**src/rtl/cable_pkg.sv**
```systemverilog
// Shared types and constants for the cable tester sequencer.
package cable_pkg;

  typedef enum logic [2:0] {
    IDLE,
    DRIVE,
    SETTLE,
    SAMPLE,
    DONE
  } cable_state_t;

  localparam int CABLE_NW_DEF     = 8;
  localparam int CABLE_SETTLE_CYC = 8;

endpackage

```
**src/rtl/cable_rcv_sync.sv**
```systemverilog
// Two-flop synchronizer for the far-end receive lines, reset to all zeros.
module cable_rcv_sync
  import cable_pkg::*;
#(
  parameter int NW = CABLE_NW_DEF
) (
  input  logic          clk,
  input  logic          resetn,
  input  logic [NW-1:0] d_i,
  output logic [NW-1:0] q_o
);

  logic [NW-1:0] meta_q;
  logic [NW-1:0] sync_q;

  always_ff @(posedge clk or negedge resetn) begin
    if (!resetn) begin
      meta_q <= '0;
      sync_q <= '0;
    end else begin
      meta_q <= d_i;
      sync_q <= meta_q;
    end
  end

  assign q_o = sync_q;

endmodule

```
**src/rtl/cable_test_ctrl.sv**
```systemverilog
// Cable tester sequencer: drives each wire in turn, waits on the settle timer, classifies open/short.
// Define CABLE_RCV_SYNC_EN to pass the receive lines through a 2-flop synchronizer before sampling.
module cable_test_ctrl
  import cable_pkg::*;
#(
  parameter int NW = CABLE_NW_DEF,
  parameter int IW = $clog2(NW)
) (
  input  logic          clk,
  input  logic          resetn,
  input  logic          start_i,
  output logic          busy_o,
  output logic          done_o,
  output logic [NW-1:0] drv_o,
  input  logic [NW-1:0] rcv_i,
  output logic          en_timer_o,
  input  logic          ready_i,
  output logic [NW-1:0] open_map_o,
  output logic [NW-1:0] short_map_o,
  output logic          pass_o
);

  cable_state_t  state_q, state_d;
  logic [IW-1:0] idx_q, idx_d;
  logic [NW-1:0] drv_q, drv_d;
  logic          en_timer_q, en_timer_d;
  logic [NW-1:0] open_q, open_d;
  logic [NW-1:0] short_q, short_d;
  logic          pass_q, pass_d;
  logic [NW-1:0] rcv_s;
  logic [NW-1:0] expect_s;

`ifdef CABLE_RCV_SYNC_EN
  cable_rcv_sync #(
    .NW(NW)
  ) u_rcv_sync (
    .clk   (clk),
    .resetn(resetn),
    .d_i   (rcv_i),
    .q_o   (rcv_s)
  );
`else
  assign rcv_s = rcv_i;
`endif

  assign expect_s = NW'(1) << idx_q;

  always_ff @(posedge clk or negedge resetn) begin
    if (!resetn) begin
      state_q    <= IDLE;
      idx_q      <= '0;
      drv_q      <= '0;
      en_timer_q <= 1'b0;
      open_q     <= '0;
      short_q    <= '0;
      pass_q     <= 1'b0;
    end else begin
      state_q    <= state_d;
      idx_q      <= idx_d;
      drv_q      <= drv_d;
      en_timer_q <= en_timer_d;
      open_q     <= open_d;
      short_q    <= short_d;
      pass_q     <= pass_d;
    end
  end

  always_comb begin
    state_d    = state_q;
    idx_d      = idx_q;
    drv_d      = drv_q;
    en_timer_d = en_timer_q;
    open_d     = open_q;
    short_d    = short_q;
    pass_d     = pass_q;
    unique case (state_q)
      IDLE: begin
        drv_d      = '0;
        en_timer_d = 1'b0;
        if (start_i) begin
          open_d  = '0;
          short_d = '0;
          pass_d  = 1'b0;
          idx_d   = '0;
          state_d = DRIVE;
        end
      end
      DRIVE: begin
        drv_d      = expect_s;
        en_timer_d = 1'b1;
        state_d    = SETTLE;
      end
      // Dropping the enable on the ready edge lets the timer wrap to 0 for the next wire.
      SETTLE: begin
        if (ready_i) begin
          en_timer_d = 1'b0;
          state_d    = SAMPLE;
        end
      end
      SAMPLE: begin
        open_d[idx_q]  = ~rcv_s[idx_q];
        short_d[idx_q] = |(rcv_s & ~expect_s);
        if (idx_q == IW'(NW - 1)) begin
          state_d = DONE;
        end else begin
          idx_d   = idx_q + IW'(1);
          state_d = DRIVE;
        end
      end
      DONE: begin
        drv_d   = '0;
        pass_d  = (open_q == '0) && (short_q == '0);
        state_d = IDLE;
      end
      default: begin
        state_d = IDLE;
      end
    endcase
  end

  assign busy_o      = (state_q != IDLE);
  assign done_o      = (state_q == DONE);
  assign drv_o       = drv_q;
  assign en_timer_o  = en_timer_q;
  assign open_map_o  = open_q;
  assign short_map_o = short_q;
  assign pass_o      = pass_q;

endmodule

```
**config.mk**
```make
export PLATFORM = sky130hd
export DESIGN_NAME = cable_test_ctrl
export DESIGN_NICKNAME = d
export VERILOG_FILES = /design/src/rtl/cable_pkg.sv /design/src/rtl/cable_rcv_sync.sv /design/src/rtl/cable_test_ctrl.sv
export SDC_FILE = /design/constraint.sdc
export NUM_CORES = 1
export LEC_CHECK = 0
export CAP_MARGIN = 20
export CORE_MARGIN = 2
export CORE_UTILIZATION = 53
export CTS_CLUSTER_DIAMETER = 150
export DETAILED_ROUTE_END_ITERATION = 6
export MAX_ROUTING_LAYER = met4
export PLACE_DENSITY = 0.88
export SLEW_MARGIN = 5
export SYNTH_ARGS = -nofsm -noshare
export SYNTH_HDL_FRONTEND = slang
export SYNTH_SLANG_ARGS = --single-unit
```
**constraint.sdc**
```tcl
create_clock -name clk -period 6 [get_ports clk]
set_clock_uncertainty 0.05 [all_clocks]
set_input_delay 1.5 -clock clk [delete_from_list [all_inputs] [get_ports clk]]
set_output_delay 1.5 -clock clk [all_outputs]
set_load 0.01 [all_outputs]
```
==> impl_metrics.py, run 1 <==
metrics = {
    "outcome": {
        "status": "finished clean",
    },
    "place": {
        "dp_cells": 235,
        "gp_congestion": 0.8856,
        "dpl_worst_slack_ns": 2.597,
        "io_buffers": 39,
        "hpwl_mm": 2.838,
    },
    "logic_synthesis": {
        "synth_top_family_by_area": "simple AND/OR/NAND/NOR gates",
        "synth_top_area_share": 0.4744,
        "synth-edff-count": 0,
        "ys_seq_area_frac": 0.4744,
        "yosys.cell_count.top_type": "dfrtp_1",
        "synth_mux_area_frac": 0.1134,
        "synth_adder_area_share": 0.04448,
        "syn_inst": 161,
        "synth_compound_area_frac": 0.1446,
        "async_flop_share": 1.000,
        "synthTopCellsByCount": "dfrtp_1, nand2_1, mux2i_1",
        "ys_ff_latch": 32,
        "synthTopCellsByArea": "dfrtp_1, mux2i_1, a22o_1",
        "synth_flop_cell": "dfrtp_1",
        "synthSimpleGateAreaFrac": 0.1646,
        "synth_xor_area_frac": 0.005189,
        "yosysWarnings": 0,
        "yosysTopAreaCell": "dfrtp_1",
        "synth_cell_types": 36,
        "syn_nets": 179,
        "syn_area_sq_mm": 0.001688,
        "synth.avg_cell_area_sq_um": 10.48,
    },
    "clocking": {
        "post-cts-setup-buffers": 0,
        "path_clk_slew_ns": 0.10,
        "clk_path_buf_depth": 2,
        "cts_resized": 0,
        "clock_sink_count": 32,
        "hold_buffers": 0,
        "cts_inserted_buffers": 5,
        "cts_tree": "built",
        "root_buffer": "clkbuf_4",
        "htreeDepth": 2,
        "clk_latency_ns": 0.35,
    },
    "routing": {
        "drtPass1Iterations": 4,
        "drtIter0Drc": 51,
        "drt-total-wl_mm": 3.880,
        "vias": 1396,
        "drc": 0,
        "antenna_left": 0,
        "wl_per_cell_um": 16.03,
        "vias_per_cell": 5.769,
    },
    "floorplanning": {
        "die_h_um": 60.43,
        "coreArea_sq_mm": 0.003053,
        "num_rows": 20,
        "initial_core_util": 0.5529,
        "ios": 40,
        "die_area_sq_mm": 0.003652,
        "die_w_um": 60.43,
    },
    "critical_path": {
        "crit_arrival_ns": 1.90,
        "endpoint": "done_o",
        "start_kind": "flop",
        "worstSetupEndpointType": "output pin",
        "timing.rr.end": "short_map_o[0]",
        "reg2regPathDepth": 6,
        "critPathMaxFanout": 17,
        "rrSetupSlack_ns": 3.58,
        "cp.required_ns": 4.45,
        "worstSetupPathType": "reg2out",
        "timing.rr.start": "idx_q[0]",
        "crit_start": "state_q[1]",
    },
    "sta": {
        "finalSetupViolCount": 0,
        "fmaxAchievable_ghz": 0.2895,
        "period_needed_ns": 3.454,
        "slew_violations": 0,
        "hold_violations": 0,
        "min_period_over_period": 0.5756,
        "fin_setup_tns_ns": 0,
        "worstMarginPinSlew_ns": 0.7173,
        "rsz0062_at_grt": "no",
        "maxSlewHeadroom": 0.5179,
        "postLayoutSetupSlackWorst_ns": 2.546,
    },
    "global_routing": {
        "grt_pass1_wl_mm": 6.506,
        "grt_usage": 0.2536,
        "gr-total-overflow": 0,
        "antenna_found_initial": 0,
        "grt_max_degree": 33,
        "first_global_vias": 1397,
    },
    "finish": {
        "fin_util": 0.6980,
        "fin_cells": 242,
        "nets": 216,
        "diodes": 0,
        "syn2layout_area_growth_pct": 26.24,
        "drive_above_1_share": 0.08586,
    },
    "pwr": {
        "total_power_mw": 0.9392,
        "vdd_drop_max_mv": 0.2503,
        "p_per_area_mw_per_mm2": 440.8,
        "total_leakage_power_nw": 0.9831,
    },
    "run": {
        "maxCapViolations": 0,
    },
    "worst_hold_path": {
        "hold_class": "reg2reg",
    },
}
-- final cells by class --
| class | instances | area, sq um |
|---|---|---|
| Clock buffer | 6 | 41.29 |
| Clock inverter | 1 | 5.005 |
| Fill cell | 242 | 922.1 |
| Sequential cell | 32 | 800.8 |
| Tap cell | 44 | 55.05 |
| Inverter | 9 | 33.78 |
| Multi-Input combinational cell | 110 | 797.0 |
| Timing Repair Buffer | 40 | 397.9 |
-- layer usage --
layer	GRT usage	vias up	wire length, um
li1	-	652	-
met1	0.3055	699	1714
met2	0.4115	39	1944
met3	0.05117	6	167
met4	0.1149	0	54
met5	-	-	0
-- cells by family after synthesis --
| logic type | after synthesis |
|---|---|
| AO/OA/AOI/OAI | 30 |
| XOR/XNOR | 1 |
| adder cells (fa/ha/maj) | 6 |
| buffers and inverters | 19 |
| flip-flops | 32 |
| multiplexers | 18 |
| AND/OR/NAND/NOR | 55 |
-- report_power, final --
part	leakage (nW)	switching [mW]	internal (mW)	total, mW
Combinational	0.527	0.199	0.233	0.432
Sequential	0.428	0.107	0.285	0.391
Clock	0.0281	0.0731	0.0430	0.116
Total	0.983	0.379	0.560	0.939
-- metrics by stage --
| stage | hold slack, ns | area, sq um |
|---|---|---|
| floorplan | 0.4852 | 1688 |
| global placement | 0.4421 | 2085 |
| detailed placement | 0.4433 | 2085 |
| CTS | 0.4658 | 2131 |
| global route | 0.5128 | 2131 |
| finish | 0.4600 | 2131 |
-- worst min path at each step --
stage | start | to | slack [ns] | cells after the start
floorplan | pass_o | pass_o | 0.49 | 2
global placement | pass_o | pass_o | 0.44 | 2
detailed placement | pass_o | pass_o | 0.44 | 2
CTS | pass_o | pass_o | 0.47 | 2
global route | pass_o | pass_o | 0.51 | 2
finish | pass_o | pass_o | 0.46 | 2
-- critical path, cell delays in order (launching register included) --
cell	delay [ns]
dfrtp_1	0.59
nor2_1	0.23
nand2_1	0.11
inv_1	0.09
clkdlybuf4s50_1	0.54
-- sequential cells by signal (all words and copies together), names as in the netlist --
register     flops
pass_o           1
idx_q            3
en_timer_o       1
open_map_o       8
short_map_o      8
drv_o            8
state_q          3
-- placed cells by master (no fill, tap or decap), types with 2 or more instances in the layout --
master / n
clkbuf_4: 5
dfrtp_1: 32
clkdlybuf4s50_1: 39
nor2_1: 11
inv_1: 9
nand3_1: 5
mux2_4: 2
mux2i_1: 15
ha_1: 6
nor3_1: 4
o21ai_0: 4
a32o_1: 3
nor4_1: 5
nand2_1: 21
a22o_1: 14
(Power assumes the default switching activity.)
==> inputs of run 2 (changes only) <==
Settings changed: CORE_UTILIZATION 53 to 44, PLACE_DENSITY 0.88 to 0.79.
Clock period 6 ns to 3.1 ns, I/O delays scaled along.
==> run 2 against run 1 <==
Effect of this change:
- critical path depth fell by 1
- global-route usage fell by 4.1 points
- sequential cell count did not move
- routed wire length rose by 3.1%
- sequential power rose by 84%
- core utilization fell by 9.8 points
- first-iteration DRC count rose by 100%
- via count fell by 1.1%
- sequential share of layout area fell by 1.1 points
- critical path type unchanged
- critical endpoint is now busy_o
==> impl_metrics.py, run 2 (synthesis results as in run 1) <==
metrics = {
    "critical_path": {
        "worstSetupEndpointType": "output pin",
        "cp.required_ns": 2.27,
        "critPathMaxFanout": 11,
        "start_kind": "flop",
        "crit_arrival_ns": 1.77,
        "worstSetupPathType": "reg2out",
    },
    "finish": {
        "drive_above_1_share": 0.1040,
        "diodes": 0,
        "final_cell_mix": "clkdlybuf4s50_1, dfrtp_1, nand2_1, mux2i_1, a22o_1",
        "layout_commonest_cell": "clkdlybuf4s50_1",
        "syn2layout_area_growth_pct": 30.17,
        "final_cell_area_sq_mm": 0.002197,
        "nets": 220,
    },
    "place": {
        "gp_congestion": 0.9199,
        "dpl_cell_area_sq_mm": 0.002120,
        "hpwl_mm": 2.928,
        "io_buffers": 39,
        "dpl_worst_slack_ns": 0.5032,
    },
    "sta": {
        "hold_violations": 0,
        "min_period_over_period": 0.8362,
        "maxSlewHeadroom": 0.6836,
        "postLayoutSetupSlackWorst_ns": 0.5078,
        "slew_violations": 0,
        "fin_setup_tns_ns": 0,
        "hold_ws_ns": 0.4632,
        "fmaxAchievable_ghz": 0.3858,
        "worstMarginPinSlew_ns": 0.4747,
        "period_needed_ns": 2.592,
        "finalSetupViolCount": 0,
        "rsz0062_at_grt": "no",
    },
    "routing": {
        "vias_per_cell": 5.524,
        "vias": 1381,
        "drtIter0Drc": 103,
        "drtPass1Iterations": 4,
        "drt-total-wl_mm": 4.002,
        "drc": 0,
        "antenna_left": 0,
        "wl_per_cell_um": 16.01,
    },
    "pwr": {
        "total_power_mw": 1.913,
        "vdd_drop_max_mv": 0.4253,
        "total_leakage_power_nw": 1.017,
        "p_per_area_mw_per_mm2": 870.5,
    },
    "global_routing": {
        "grt_usage": 0.2121,
        "first_global_vias": 1387,
        "grt_pass1_wl_mm": 6.658,
        "grt_max_degree": 33,
        "antenna_found_initial": 0,
        "gr-total-overflow": 0,
    },
    "clocking": {
        "post-cts-setup-buffers": 0,
        "hold_buffers": 0,
        "cts_tree": "built",
        "clk_latency_ns": 0.29,
        "path_clk_slew_ns": 0.07,
        "clk_path_buf_depth": 2,
        "cts_resized": 0,
        "cts_inserted_buffers": 5,
        "root_buffer": "clkbuf_8",
        "htreeDepth": 2,
        "clock_sink_count": 32,
    },
    "floorplanning": {
        "ios": 40,
        "die_h_um": 65.94,
        "num_rows": 22,
        "die_area_sq_mm": 0.004347,
        "initial_core_util": 0.4610,
        "die_w_um": 65.94,
        "coreArea_sq_mm": 0.003661,
    },
    "outcome": {
        "status": "finished clean",
    },
    "run": {
        "maxCapViolations": 0,
    },
    "worst_hold_path": {
        "hold_class": "reg2reg",
    },
}
==> run 2: cell types whose count changed in the layout (fill, tap and decap cells not counted), sizes merged <==
cell / change
buf: +4
==> run 2: path summary, 6_finish.rpt <==
| check | endpoint | cells past startpoint | slack [ns] | from |
|---|---|---|---|---|
| hold / removal | pass_o | 2 | 0.46 | pass_o |
| setup / recovery | busy_o | 3 | 0.51 | state_q[0] |
| max in group asynchronous | short_map_o[7] | 2 | 1.88 | resetn |
| min in group asynchronous | drv_o[4] | 2 | 0.83 | resetn |
| hold reg to reg | pass_o | 2 | 0.46 | pass_o |
| setup reg to reg | short_map_o[5] | 7 | 1.01 | idx_q[0] |
==> run 2: routing by layer <==
metal  share of wire  up-vias  track usage  routed length (um)
met5               0        -            -                   0
met2            0.46       43       0.3295                1853
li1                -      661            -                   -
met4           0.014        0      0.06888                  57
met3           0.059        7      0.06303                 235
met1            0.46      670       0.2671                1855
==> run 2: worst max-delay path, cell delays in order (launching register included) <==
cell and delay (ns):
dfrtp_1 0.44, buf_4 0.20, or3_1 0.35, clkdlybuf4s50_1 0.49
==> run 2: per-stage QoR <==
step,std cells,utilization
floorplan,161,-
CTS,250,0.6001
finish,250,0.6001
global route,250,0.6001
global placement,243,0.5789
detailed placement,243,0.5789
==> run 2: power breakdown <==
part	internal (mW)	switching, mW
registers	0.553	0.168
clock network	0.152	0.147
logic	0.468	0.424
==> run 2: layout make-up <==
class	instances	area, sq um
clock buffers	6	72.57
well taps	48	60.06
flip-flops and latches	32	800.8
repair buffers	44	427.9
fillers	314	1464
multi-input cells	110	797.0
clock inverters	1	5.005
inverters	9	33.78
